[src/rtl/pipe_pkg.sv]
// Shared pipeline types: arbiter state, memory owner and default bus widths.
package pipe_pkg;

  localparam int AW_DEF = 32;
  localparam int DW_DEF = 32;

  typedef enum logic [1:0] {
    IDLE,
    REQ,
    RESP
  } arb_state_e;

  typedef enum logic {
    OWN_IF,
    OWN_D
  } owner_e;

endpackage

[src/rtl/pipe_arb_starve.sv]
// Grant decision between fetch and data, with a saturating counter that
// forces one fetch grant after STARVE_MAX consecutive fetch losses.
module pipe_arb_starve #(
  parameter int STARVE_MAX = 4
) (
  input  logic clk,
  input  logic rst_n,
  input  logic if_req,
  input  logic d_req,
  input  logic arb_en,
  output logic grant_if
);

  localparam int CW = (STARVE_MAX > 0) ? $clog2(STARVE_MAX + 1) : 1;
  localparam logic [CW-1:0] CNT_MAX = CW'(STARVE_MAX);

  logic [CW-1:0] starve_cnt;
  logic          force_if;

  // With STARVE_MAX = 0 the counter never leaves 0 and data always wins.
  assign force_if = (STARVE_MAX > 0) && (starve_cnt == CNT_MAX);
  assign grant_if = if_req && (!d_req || force_if);

  always_ff @(posedge clk or negedge rst_n) begin
    if (!rst_n) begin
      starve_cnt <= '0;
    end else if (arb_en) begin
      if (grant_if) begin
        starve_cnt <= '0;
      end else if (if_req && d_req && (starve_cnt != CNT_MAX)) begin
        starve_cnt <= starve_cnt + 1'b1;
      end
    end
  end

endmodule

[src/rtl/pipe_mem_arbiter.sv]
// Single-port memory arbiter for the IF and MEM stages over a req/gnt/rvalid bus.
// Optional stall-cycle counters are enabled by defining PIPE_ARB_PERF_EN.
module pipe_mem_arbiter
  import pipe_pkg::*;
#(
  parameter int AW         = AW_DEF,
  parameter int DW         = DW_DEF,
  parameter int STARVE_MAX = 4
) (
  input  logic          clk,
  input  logic          rst_n,
  input  logic          if_req,
  input  logic [AW-1:0] if_addr,
  output logic [DW-1:0] if_rdata,
  output logic          if_done,
  output logic          if_stall,
  input  logic          d_req,
  input  logic          d_we,
  input  logic [AW-1:0] d_addr,
  input  logic [DW-1:0] d_wdata,
  output logic [DW-1:0] d_rdata,
  output logic          d_done,
  output logic          d_stall,
`ifdef PIPE_ARB_PERF_EN
  output logic [31:0]   perf_if_wait,
  output logic [31:0]   perf_d_wait,
`endif
  output logic          m_req,
  output logic          m_we,
  output logic [AW-1:0] m_addr,
  output logic [DW-1:0] m_wdata,
  input  logic          m_gnt,
  input  logic          m_rvalid,
  input  logic [DW-1:0] m_rdata
);

  arb_state_e state;
  owner_e     owner;
  logic       arb_en;
  logic       grant_if;

  assign if_stall = if_req && !if_done;
  assign d_stall  = d_req && !d_done;

  // The done cycle is the bubble: requesters still hold req there, so a
  // request still high afterwards is treated as new and arbitrated next cycle.
  assign arb_en = (state == IDLE) && !if_done && !d_done && (if_req || d_req);

  pipe_arb_starve #(
    .STARVE_MAX(STARVE_MAX)
  ) u_starve (
    .clk      (clk),
    .rst_n    (rst_n),
    .if_req   (if_req),
    .d_req    (d_req),
    .arb_en   (arb_en),
    .grant_if (grant_if)
  );

  // NOTE: sequential state uses non-blocking assignments so every register
  // in this block samples pre-edge values regardless of statement order.
  always_ff @(posedge clk or negedge rst_n) begin
    if (!rst_n) begin
      state    <= IDLE;
      owner    <= OWN_IF;
      m_req    <= 1'b0;
      m_we     <= 1'b0;
      m_addr   <= '0;
      m_wdata  <= '0;
      if_rdata <= '0;
      d_rdata  <= '0;
      if_done  <= 1'b0;
      d_done   <= 1'b0;
    end else begin
      if_done <= 1'b0;
      d_done  <= 1'b0;
      case (state)
        IDLE: begin
          if (arb_en) begin
            state <= REQ;
            m_req <= 1'b1;
            if (grant_if) begin
              owner   <= OWN_IF;
              m_addr  <= if_addr;
              m_we    <= 1'b0;
              m_wdata <= '0;
            end else begin
              owner   <= OWN_D;
              m_addr  <= d_addr;
              m_we    <= d_we;
              m_wdata <= d_wdata;
            end
          end
        end
        REQ: begin
          if (m_gnt) begin
            state <= RESP;
            m_req <= 1'b0;
          end
        end
        RESP: begin
          if (m_rvalid) begin
            state <= IDLE;
            if (owner == OWN_IF) begin
              if_done  <= 1'b1;
              if_rdata <= m_rdata;
            end else begin
              d_done <= 1'b1;
              if (!m_we) d_rdata <= m_rdata;
            end
          end
        end
        default: state <= IDLE;
      endcase
    end
  end

`ifdef PIPE_ARB_PERF_EN
  always_ff @(posedge clk or negedge rst_n) begin
    if (!rst_n) begin
      perf_if_wait <= '0;
      perf_d_wait  <= '0;
    end else begin
      if (if_stall) perf_if_wait <= perf_if_wait + 32'd1;
      if (d_stall)  perf_d_wait  <= perf_d_wait + 32'd1;
    end
  end
`endif

endmodule

[config.mk]
export PLATFORM = sky130hd
export DESIGN_NAME = pipe_mem_arbiter
export DESIGN_NICKNAME = d
export VERILOG_FILES = /design/src/rtl/pipe_pkg.sv /design/src/rtl/pipe_arb_starve.sv /design/src/rtl/pipe_mem_arbiter.sv
export SDC_FILE = /design/constraint.sdc
export NUM_CORES = 1
export LEC_CHECK = 0
export CAP_MARGIN = 40
export CORE_MARGIN = 5
export CORE_UTILIZATION = 40
export CTS_CLUSTER_SIZE = 14
export DETAILED_ROUTE_END_ITERATION = 7
export PLACE_DENSITY = 0.89
export SLEW_MARGIN = 20
export SYNTH_ARGS = -nofsm -noshare
export SYNTH_HDL_FRONTEND = slang
export SYNTH_SLANG_ARGS = --single-unit
export TNS_END_PERCENT = 50
[constraint.sdc]
create_clock -name clk -period 2.6 [get_ports clk]
set_input_delay 0.65 -clock clk [delete_from_list [all_inputs] [get_ports clk]]
set_output_delay 0.65 -clock clk [all_outputs]
set_load 0.01 [all_outputs]
==> run summary <==
Dpl ws - 0.08792 ns
Placed Area - 0.008761 sq mm
Arr. time, crit path - 1.87 ns
CTS H-tree depth - 4
Die area - 0.01693 sq mm
Period minus WS final - 2.518 ns
Post-layout instance area - 0.009341 sq mm
Clk slew on worst S/H paths - 0.06 ns
Vias in the first global route - 5,033
Syn Inst Count - 432
Final setup fails - 0
Clk buf depth - 2
Crit Path Max Fanout - 2
Synth Net Count - 569
Post-synth top area share - 59.83%
Final worst slack - 0.08219 ns
Ranking of synthesized cells by area - dfrtp_1, mux2_1, mux2_2
Vias - 4,528
Worst skew pair latency - 0.41 ns
DRC - 0
GRT overflow - 0
Post-Syn Area - 0.005772 sq mm
WL final - 16,570 um
Overall power - 10.70 mW
Chip height - 130.1 um
Status - finished clean
Post-synth EDFFs - 0
Core area - 0.01437 sq mm
Sink Count - 138
Register area share after synthesis - 59.83%
Number of fill cells - 1,031
Worst rel slew slack - 58.28%
Max Cap Viol - 0
Layout area overhead - 61.85%
Crit Path Class - primary input to primary output
Fmax - 397.2 MHz
Multiplexer area fraction after synthesis - 19.08%
Iter 0 DRT Violations - 189
Layout Skew - 0.008376 ns
Chip width - 130.1 um
TNS Setup - 0 ns
DP HPWL - 12,330 um
Global Route Usage Sum - 19.69%
RePlAce Congestion - 0.8177
Top-Level Pins - 269
Adder-cell share of the synthesized area - 0.4336%
Antenna violations before repair - 0
RSZ-0062 raised after global routing - false
Dominant synthesized flop cell - dfrtp_1
Cells on worst reg2reg path - 4
Post-synthesis compound-gate area fraction - 11.01%
Reg area - 0.003453 sq mm
Postcts setup bufs - 0
FP Rows - 44
CTS resizes - 0
Final period utilization - 96.84%
CTS Hold Bufs - 0
Multi-input gate area - 0.002053 sq mm
Num CTS Buffers - 17
Syn Area/Cell - 13.36 sq um
CTS tree - yes
Root Buffer - clkbuf_16
PortBufs - 268
WL/cell - 18.33 um
Cell variety after synth - 31
Initial Util - 40.17%
Simple-Gate Fraction of Synth Area - 4.596%
Drt via density - 5.009
XOR/XNOR Fraction of Synth Area - 0%
ANT nets after route - 0
Min Hold Slack - 0.2312 ns
Worst VDD drop - 0.6266 mV
Biggest area consumer among synthesized cells - dfrtp_1
Reg2reg setup slack - 0.68 ns
Top cells by count, synth - dfrtp_1, mux2_1, nand2_1
N_diodes - 0
Leakage Power - 4.110 nW
Fin. max-slew vios - 0
Hold Crit Class - primary input to asynchronous set/reset pin
Asr flop ratio synth - 100.0%
Share of cells above drive strength 1 - 13.06%
Main combinational cell family by area after synthesis - multiplexers
Count leader, synth - dfrtp_1
Seq cells post-synth - 138
CP required - 1.95 ns
Slew @ Worst Pin - 0.6258 ns
Largest net degree at the start of global routing - 69
First-pass GRT wire length - 25,980 um
CP startpoint kind - primary input
Ys Warns - 0
TritonRoute pass-1 iters - 5
Final Hold Violating Endpoints - 0
CP Capture Type - primary output
Pwr Density - 1145 mW/mm^2
Layout net count - 844
[per-stage QoR]
| stage | utilization (%) | std cells |
|---|---|---|
| after floorplan | - | 432 |
| after global placement | 60.97 | 872 |
| after detailed placement | 60.97 | 872 |
| after CTS | 65.01 | 904 |
| after global routing | 65.01 | 904 |
| final | 65.01 | 904 |
[cell type report]
cell class                      instances  share of cell area (%)
Tap cell                              184                   2.465
Timing Repair Buffer                  287                   30.93
Sequential cell                       138                   36.97
Clock buffer                           17                   4.554
Inverter                               36                   1.447
Clock inverter                         15                   1.661
Multi-Input combinational cell        227                   21.98
[flip-flops by register name (all words and copies together), names as in the netlist]
register             cells
d_rdata                 32
if_rdata                32
m_addr                  32
m_wdata                 32
u_starve.starve_cnt      3
state                    2
d_done                   1
if_done                  1
m_req                    1
m_we                     1
owner                    1
[report_power, final]
group / internal [mW] / switching, mW / leakage [nW] / total [mW]
sequential: 3.14 / 0.565 / 1.71 / 3.71
clock: 1.35 / 0.991 / 0.279 / 2.34
combinational: 2.80 / 1.85 / 2.12 / 4.65
total: 7.30 / 3.40 / 4.11 / 10.7
[final timing paths]
check                                                 to                    from
worst max-delay path                            if_stall                  if_req
worst min register to register    d_rdata[3]$_DFFE_PN0P_  d_rdata[3]$_DFFE_PN0P_
max in group asynchronous       if_rdata[10]$_DFFE_PN0P_                   rst_n
worst max register to register   m_wdata[25]$_DFFE_PN0P_    state[0]$_DFFE_PN0P_
worst min-delay path              m_wdata[8]$_DFFE_PN0P_                   rst_n
min in group clk                  d_rdata[3]$_DFFE_PN0P_  d_rdata[3]$_DFFE_PN0P_
[kinds of logic after synthesis]
family | count (synthesis)
multiplexers | 98
buffers and inverters | 67
flip-flops | 138
adder cells (fa/ha/maj) | 2
AND/OR/NAND/NOR | 56
AO/OA/AOI/OAI | 71
[metal layers]
layer,global-route usage [%],share of wire [%]
met1,22.08,37
met2,34.55,52
met3,7.327,9.5
met4,6.601,1.4
met5,0,0
[cell usage in the layout (no fill, tap or decap), drive strengths merged]
master         synthesis  layout
clkdlybuf4s50          0     267
dfrtp                138     138
mux2                  96      96
inv                   36      44
nand2                 39      39
a22o                  34      34
o32ai                 32      32
buf                   18      20
clkbuf                13      17
nor2                   3       3
clkinvlp               0       3
clkinv                 0       3
nor2b                  3       3
mux2i                  2       2
ha                     2       2
nor3b                  2       2
nor3                   2       2
or3                    2       2
nand2b                 1       1
and4b                  1       1
a21boi                 1       1
and3                   1       1
and2                   1       1
a2111oi                1       1
a41o                   1       1
nand3b                 1       1
o21ai                  1       1
a21o                   1       1
bufinv                 0       1
[critical path, cell delays in order]
cell and delay [ns]:
clkdlybuf4s50_1 0.47, nor2b_1 0.18, clkdlybuf4s50_1 0.56
Note: power is estimated with default switching activity, not from simulation.
